==> config.mk <==
export PLATFORM = sky130hd
export DESIGN_NAME = tx_intf_s_axis_to_pl
export DESIGN_NICKNAME = d
export VERILOG_FILES = /design/src/rtl/tx_intf_s_axis_to_pl.sv
export SDC_FILE = /design/constraint.sdc
export NUM_CORES = 1
export LEC_CHECK = 0
export ABC_AREA = 1
export CORE_ASPECT_RATIO = 0.6
export CORE_UTILIZATION = 47
export CTS_CLUSTER_DIAMETER = 40
export DETAILED_ROUTE_END_ITERATION = 7
export GPL_TIMING_DRIVEN = 0
export MAX_ROUTING_LAYER = met4
export PLACE_DENSITY = 0.81
export SLEW_MARGIN = 40
export SYNTH_ARGS = -nofsm -noshare
export SYNTH_HDL_FRONTEND = slang
export SYNTH_SLANG_ARGS = --single-unit
==> constraint.sdc <==
create_clock -name clk -period 2.5 [get_ports clk]
set_input_delay 0.5 -clock clk [delete_from_list [all_inputs] [get_ports clk]]
set_output_delay 0.5 -clock clk [all_outputs]
set_load 0.02 [all_outputs]
==> src/rtl/tx_intf_s_axis_to_pl.sv <==
// Purpose : strip and decode the two driver header words in front of each DMA TX packet and pass the payload to the PL TX path.
// Latency : payload is forwarded combinationally (0 cycles); header fields, pulses and error flags are registered (1 cycle).
// Backpr. : payload beats follow data_ready_from_pl; header and drain beats are always taken; a new packet waits while tx_hold=1.
//
// Ports
//   clk, rst                     single clock, synchronous active-high reset
//   s_axis_t{data,valid,last}    AXI4-Stream input from the MM2S DMA, s_axis_tready back
//   tx_hold                      blocks the start of a new packet (sampled only between packets)
//   data_to_pl / data_valid_to_pl / data_ready_from_pl   payload handshake to the TX path
//   pkt_hdr_valid, tsf_target, pkt_ht_flag, pkt_rate, pkt_len, pkt_cfg, monitor_num_dma_symbol   decoded header
//   pkt_abort, err_short, err_long, err_clear, tx_pkt_intr   packet end status
//   tlast_timeout_en/top, tsf_pulse_1M, tlast_timeout_recover   stalled-DMA recovery
//
// Build option: define TX_INTF_TLAST_TIMEOUT_RECOVER_EN to include the stalled-DMA timeout.
// Without it the timer is absent, a stalled packet waits forever and tlast_timeout_recover stays 0.
//
// Header layout (64-bit words):
//   word0[63:0]  tsf target
//   word1[52] ht flag, [51:48] rate, [47:32] length in bytes, [7:0] cfg

module tx_intf_s_axis_to_pl #(
  parameter int C_S00_AXIS_TDATA_WIDTH = 64,
  parameter int TSF_TIMER_WIDTH        = 64,
  parameter int MAX_BIT_NUM_DMA_SYMBOL = 14
) (
  input  logic                              clk,
  input  logic                              rst,
  input  logic [C_S00_AXIS_TDATA_WIDTH-1:0] s_axis_tdata,
  input  logic                              s_axis_tvalid,
  input  logic                              s_axis_tlast,
  output logic                              s_axis_tready,
  input  logic                              tx_hold,
  output logic [C_S00_AXIS_TDATA_WIDTH-1:0] data_to_pl,
  output logic                              data_valid_to_pl,
  input  logic                              data_ready_from_pl,
  output logic                              pkt_hdr_valid,
  output logic [TSF_TIMER_WIDTH-1:0]        tsf_target,
  output logic                              pkt_ht_flag,
  output logic [3:0]                        pkt_rate,
  output logic [15:0]                       pkt_len,
  output logic [7:0]                        pkt_cfg,
  output logic [MAX_BIT_NUM_DMA_SYMBOL-1:0] monitor_num_dma_symbol,
  output logic                              pkt_abort,
  output logic                              err_short,
  output logic                              err_long,
  input  logic                              err_clear,
  output logic                              tx_pkt_intr,
  input  logic                              tlast_timeout_en,
  input  logic [12:0]                       tlast_timeout_top,
  input  logic                              tsf_pulse_1M,
  output logic                              tlast_timeout_recover
);

  typedef enum logic [1:0] {
    WAIT_HDR0,
    WAIT_HDR1,
    STREAM,
    DRAIN
  } state_t;

  state_t                            state;
  logic [TSF_TIMER_WIDTH-1:0]        tsf_lat;
  logic [MAX_BIT_NUM_DMA_SYMBOL-1:0] word_cnt;
  logic [MAX_BIT_NUM_DMA_SYMBOL-1:0] word_cnt_inc;
  logic [MAX_BIT_NUM_DMA_SYMBOL-1:0] hdr_words;
  logic                              beat;
  logic                              timeout_fire;

  assign beat         = s_axis_tvalid & s_axis_tready;
  assign word_cnt_inc = word_cnt + MAX_BIT_NUM_DMA_SYMBOL'(1);

  // Payload words = ceil(len/8), computed straight from the header1 beat.
  assign hdr_words = MAX_BIT_NUM_DMA_SYMBOL'(s_axis_tdata[47:35])
                   + MAX_BIT_NUM_DMA_SYMBOL'(s_axis_tdata[34:32] != 3'd0);

  // Header1 bits that carry no field.
  logic unused_hdr1_bits;
  assign unused_hdr1_bits = ^{s_axis_tdata[63:53], s_axis_tdata[31:8]};

  // ---------------------------------------------------------------------------
  // Stream handshake. Payload is a straight pass-through in STREAM; everywhere
  // else the TX path sees no valid. Ready is held low during reset so nothing
  // is taken from the DMA while the block is being cleared.
  // ---------------------------------------------------------------------------
  always_comb begin
    s_axis_tready    = 1'b0;
    data_valid_to_pl = 1'b0;
    data_to_pl       = '0;
    if (!rst) begin
      unique case (state)
        WAIT_HDR0: s_axis_tready = !tx_hold;
        WAIT_HDR1: s_axis_tready = 1'b1;
        STREAM: begin
          s_axis_tready    = data_ready_from_pl;
          data_valid_to_pl = s_axis_tvalid;
          data_to_pl       = s_axis_tdata;
        end
        DRAIN:     s_axis_tready = 1'b1;
      endcase
    end
  end

  // ---------------------------------------------------------------------------
  // Stalled-DMA timer: counts 1 us ticks while a packet is open, restarts on
  // every accepted beat. It saturates so a long stall with the recovery
  // disabled cannot wrap and fire later by accident.
  // ---------------------------------------------------------------------------
`ifdef TX_INTF_TLAST_TIMEOUT_RECOVER_EN
  logic [13:0] timer;

  always_ff @(posedge clk) begin
    if (rst) begin
      timer <= '0;
    end else if (state == WAIT_HDR0 || beat) begin
      timer <= '0;
    end else if (tsf_pulse_1M && timer != '1) begin
      timer <= timer + 14'd1;
    end
  end

  assign timeout_fire = tlast_timeout_en && (state != WAIT_HDR0) &&
                        (timer > {1'b0, tlast_timeout_top});
`else
  logic unused_timeout_inputs;
  assign unused_timeout_inputs = ^{tlast_timeout_en, tlast_timeout_top, tsf_pulse_1M};
  assign timeout_fire          = 1'b0;
`endif

  // ---------------------------------------------------------------------------
  // Packet FSM with registered header fields, pulses and sticky errors.
  // An accepted beat always wins over a same-cycle timeout. err_clear is
  // applied first so that an error raised in the same cycle survives it.
  // ---------------------------------------------------------------------------
  always_ff @(posedge clk) begin
    if (rst) begin
      state                  <= WAIT_HDR0;
      tsf_lat                <= '0;
      word_cnt               <= '0;
      pkt_hdr_valid          <= 1'b0;
      tsf_target             <= '0;
      pkt_ht_flag            <= 1'b0;
      pkt_rate               <= '0;
      pkt_len                <= '0;
      pkt_cfg                <= '0;
      monitor_num_dma_symbol <= '0;
      pkt_abort              <= 1'b0;
      err_short              <= 1'b0;
      err_long               <= 1'b0;
      tx_pkt_intr            <= 1'b0;
      tlast_timeout_recover  <= 1'b0;
    end else begin
      pkt_hdr_valid         <= 1'b0;
      pkt_abort             <= 1'b0;
      tx_pkt_intr           <= 1'b0;
      tlast_timeout_recover <= 1'b0;

      if (err_clear) begin
        err_short <= 1'b0;
        err_long  <= 1'b0;
      end

      if (beat) begin
        unique case (state)
          WAIT_HDR0: begin
            tsf_lat <= s_axis_tdata[TSF_TIMER_WIDTH-1:0];
            if (s_axis_tlast) begin
              // A packet that is only one word long has no header1 at all.
              err_short   <= 1'b1;
              pkt_abort   <= 1'b1;
              tx_pkt_intr <= 1'b1;
            end else begin
              state <= WAIT_HDR1;
            end
          end

          WAIT_HDR1: begin
            // tsf_target is published together with header1 so that all
            // header outputs change at once, on the pkt_hdr_valid pulse.
            pkt_hdr_valid          <= 1'b1;
            tsf_target             <= tsf_lat;
            pkt_ht_flag            <= s_axis_tdata[52];
            pkt_rate               <= s_axis_tdata[51:48];
            pkt_len                <= s_axis_tdata[47:32];
            pkt_cfg                <= s_axis_tdata[7:0];
            monitor_num_dma_symbol <= hdr_words;
            word_cnt               <= '0;
            if (hdr_words == '0) begin
              if (s_axis_tlast) begin
                tx_pkt_intr <= 1'b1;
                state       <= WAIT_HDR0;
              end else begin
                err_long <= 1'b1;
                state    <= DRAIN;
              end
            end else if (s_axis_tlast) begin
              err_short   <= 1'b1;
              pkt_abort   <= 1'b1;
              tx_pkt_intr <= 1'b1;
              state       <= WAIT_HDR0;
            end else begin
              state <= STREAM;
            end
          end

          STREAM: begin
            if (s_axis_tlast) begin
              tx_pkt_intr <= 1'b1;
              word_cnt    <= '0;
              state       <= WAIT_HDR0;
              // The counter never passes the expected count in STREAM, so a
              // mismatch here can only mean the packet ended early.
              if (word_cnt_inc != monitor_num_dma_symbol) begin
                err_short <= 1'b1;
                pkt_abort <= 1'b1;
              end
            end else if (word_cnt_inc == monitor_num_dma_symbol) begin
              // Last expected word without tlast: the rest is surplus.
              err_long <= 1'b1;
              word_cnt <= '0;
              state    <= DRAIN;
            end else begin
              word_cnt <= word_cnt_inc;
            end
          end

          DRAIN: begin
            if (s_axis_tlast) begin
              pkt_abort   <= 1'b1;
              tx_pkt_intr <= 1'b1;
              state       <= WAIT_HDR0;
            end
          end
        endcase
      end else if (timeout_fire) begin
        // Header fields are left as they were; only the packet is closed.
        tlast_timeout_recover <= 1'b1;
        pkt_abort             <= 1'b1;
        tx_pkt_intr           <= 1'b1;
        word_cnt              <= '0;
        state                 <= WAIT_HDR0;
      end
    end
  end

endmodule

==> results.json <==
{
  "critPathMaxFanout": 6,
  "antenna_cells": 0,
  "antenna_found_initial": 0,
  "postSynth.asyncResetShare": 0,
  "synth.avg_cell_area_sq_um": 6.879,
  "syn_inst": 1215,
  "htreeDepth": 4,
  "io_buffer_count": 246,
  "clockBufferDepth": 2,
  "vias": 9265,
  "ys_seq_elements": 192,
  "vdd_ir_drop_max_uv": 508.6,
  "dpl.hpwl_um": 21260,
  "hold_viol": 0,
  "critPathKind": "in -> reg",
  "drive_gt1_frac": 0.1245,
  "ant_nets": 0,
  "clock_skew_ps": 19.60,
  "grt_pass1_wl_um": 45030,
  "cts_sinks": 192,
  "cts_tree": "yes",
  "slew_headroom": 0.5071,
  "area_growth_pct": 40.25,
  "drc_errors": 0,
  "synthesis.nets": 1308,
  "cts_buffers": 17,
  "clkTransAtPathRegs_ps": 80,
  "fin_nets": 1582,
  "synth_top_cell_area_share": 0.4599,
  "hp-class": "in -> reg",
  "synth_area_leaders": "dfxtp_1 46%, nor2_1 13%, nand2_1 10%",
  "ys_seq_area_frac": 0.4599,
  "die_w_um": 174.2,
  "routabilityCongestion": 0.9481,
  "maxCapViolCount": 0,
  "rows": 37,
  "start_util": 0.4840,
  "leakage_nw": 4.907,
  "dr.pass1.iters": 5,
  "drt-vias-per-instance": 5.337,
  "cp.arrival_ps": 2750,
  "ioPinCount": 265,
  "ys.flop_type": "dfxtp_1",
  "yosysTopAreaCell": "dfxtp_1",
  "final_cells": 1736,
  "postLayoutCellArea_sq_mm": 0.01172,
  "critPathRequiredTime_ps": 2800,
  "dpl.cell_count": 1695,
  "clk_latency_ps": 440,
  "dr.first_iter.drc_count": 911,
  "rsz0062_at_grt": "yes",
  "min_period_over_period": 0.9795,
  "grt_pass1_vias": 8377,
  "root_buffer": "clkbuf_16",
  "synth_common_cells": "291 x nor2_1, 229 x nand2_1, 192 x dfxtp_1, 112 x o21ai_0, 105 x a21oi_1",
  "syn_area_sq_mm": 0.008358,
  "fin_crit_ps": 2449,
  "grt-ovfl-total": 0,
  "setup_viol": 0,
  "dpl_cell_area_sq_mm": 0.01111,
  "final.setup.tns_ps": 0,
  "status": "completed",
  "grt_start_max_net_pins": 23,
  "yosys_warnings": 0,
  "max_freq_ghz": 0.4084,
  "grt_use_total": 0.3224,
  "cts_hold_buf": 0,
  "slew_violations": 0,
  "worst-slew-pin-transition_ps": 739.3,
  "wl_per_cell_um": 16.68,
  "die_h_um": 105.3,
  "synth-edff-count": 0,
  "cp-end-kind": "flip-flop",
  "start_kind": "input pin",
  "p_per_area_mw_per_mm2": 572.0,
  "totalWireLength_um": 28950,
  "synth.distinct_cells": 34,
  "n_fill_cell": 1539,
  "core_region_area_sq_mm": 0.01727,
  "die-area_sq_mm": 0.01834,
  "yosysMostFrequentCell": "nor2_1"
}
==> cell usage in the layout (no fill, tap or decap), types with 3 or more instances in the layout <==
master,Yosys,routed
nor2_2,9,9
ha_1,7,3
nand2_2,3,5
xor2_1,4,4
a21oi_1,105,105
clkbuf_16,0,17
nand4_1,15,15
nor3_1,4,4
inv_2,5,9
nor2_1,291,289
clkdlybuf4s50_1,0,178
buf_2,20,20
nand3b_1,4,4
inv_12,0,4
clkbuf_2,0,56
clkinv_8,0,4
clkbuf_4,0,5
nor2_4,3,5
o21ai_0,112,110
buf_4,3,16
dlygate4sd2_1,0,7
inv_1,53,49
dfxtp_1,192,190
nand2_1,229,226
clkbuf_1,52,36
nand3_1,80,79
inv_8,0,4
clkdlybuf4s15_2,0,12
a31oi_1,4,4
==> kinds of logic after synthesis <==
| family | synth area share |
|---|---|
| adders and majority gates | 0.01048 |
| other | 0.0004487 |
| DFF | 0.4599 |
| AOI/OAI and AO/OA | 0.1380 |
| buffers and inverters | 0.06707 |
| xor gates and xnor gates | 0.006287 |
| and+or+nand+nor | 0.3178 |
==> state kept, by name, indices dropped and copies added, names as in the netlist, 2 cells and up <==
signal and flops:
pkt_cfg 8, pkt_rate 4, tsf_target 64, state 2
monitor_num_dma_symbol 14, pkt_len 16, tsf_lat 64, word_cnt 14
==> worst max-delay path, cell delays in order <==
cell	delay (ps)
clkdlybuf4s50_1	470
inv_2	60
nand3_2	90
ha_4	160
ha_4	170
nand3_1	110
inv_2	130
nand2_1	70
nand2_1	80
nand2_1	60
nor2_1	110
nand3_1	100
nor2_2	140
buf_4	130
nand2_1	60
o21ai_0	210
a31oi_1	90
==> layer usage <==
layer,wire length [um],up-vias,GRT usage
li1,-,4493,-
met1,13150,4283,0.4477
met2,12540,434,0.4691
met3,2751,55,0.07323
met4,510,0,0.08835
met5,0,-,-
==> through the flow <==
| stage | hold slack [ps] | setup WS, ps | utilization | power (mW) |
|---|---|---|---|---|
| global route | 447.3 | -71.39 | 0.6789 | 6.906 |
| global placement | 449.9 | -698.3 | 0.6436 | 3.863 |
| detailed placement | 452.5 | -706.7 | 0.6436 | 3.873 |
| floorplan | 440.6 | 244.2 | - | 3.544 |
| finish | 434.9 | 51.34 | 0.6789 | 6.705 |
| CTS | 434.1 | 0.5960 | 0.6817 | 6.675 |
==> power by group <==
part	internal (mW)	switching, mW
Sequential	3.13	0.0426
Combinational	0.268	0.403
Clock	1.42	1.44
Total	4.82	1.89
==> repair_timing <==
action / 4_1_cts / 5_1_grt
pin swaps: 1 / 8
gates resized for setup: 131 / 131
cloned: 0 / 1
setup endpoints to repair: 252 / 198
endpoints found under the hold margin: 0 / 0
buffers inserted: 1 / 8
==> cell type report <==
type	instances	area, sq um	area share
buffer	79	399.1	0.03405
clock buffer	18	439.2	0.03746
clock inverter	14	192.7	0.01644
inverter	59	224.0	0.01911
multi-input combinational	884	4023	0.3432
sequential	192	3846	0.3281
tap	234	292.8	0.02498
timing repair buffer	256	2306	0.1967
==> worst paths after layout <==
check	from	to	slack (ps)	depth (start not counted)
min reg2reg	tsf_lat[8]	tsf_lat[8]	460	2
min	s_axis_tdata[37]	tsf_lat[37]	430	3
max reg2reg	state[0]	tsf_lat[60]	210	12
max	s_axis_tdata[34]	pkt_abort	50	17
Power figures use the tool's default switching activity.
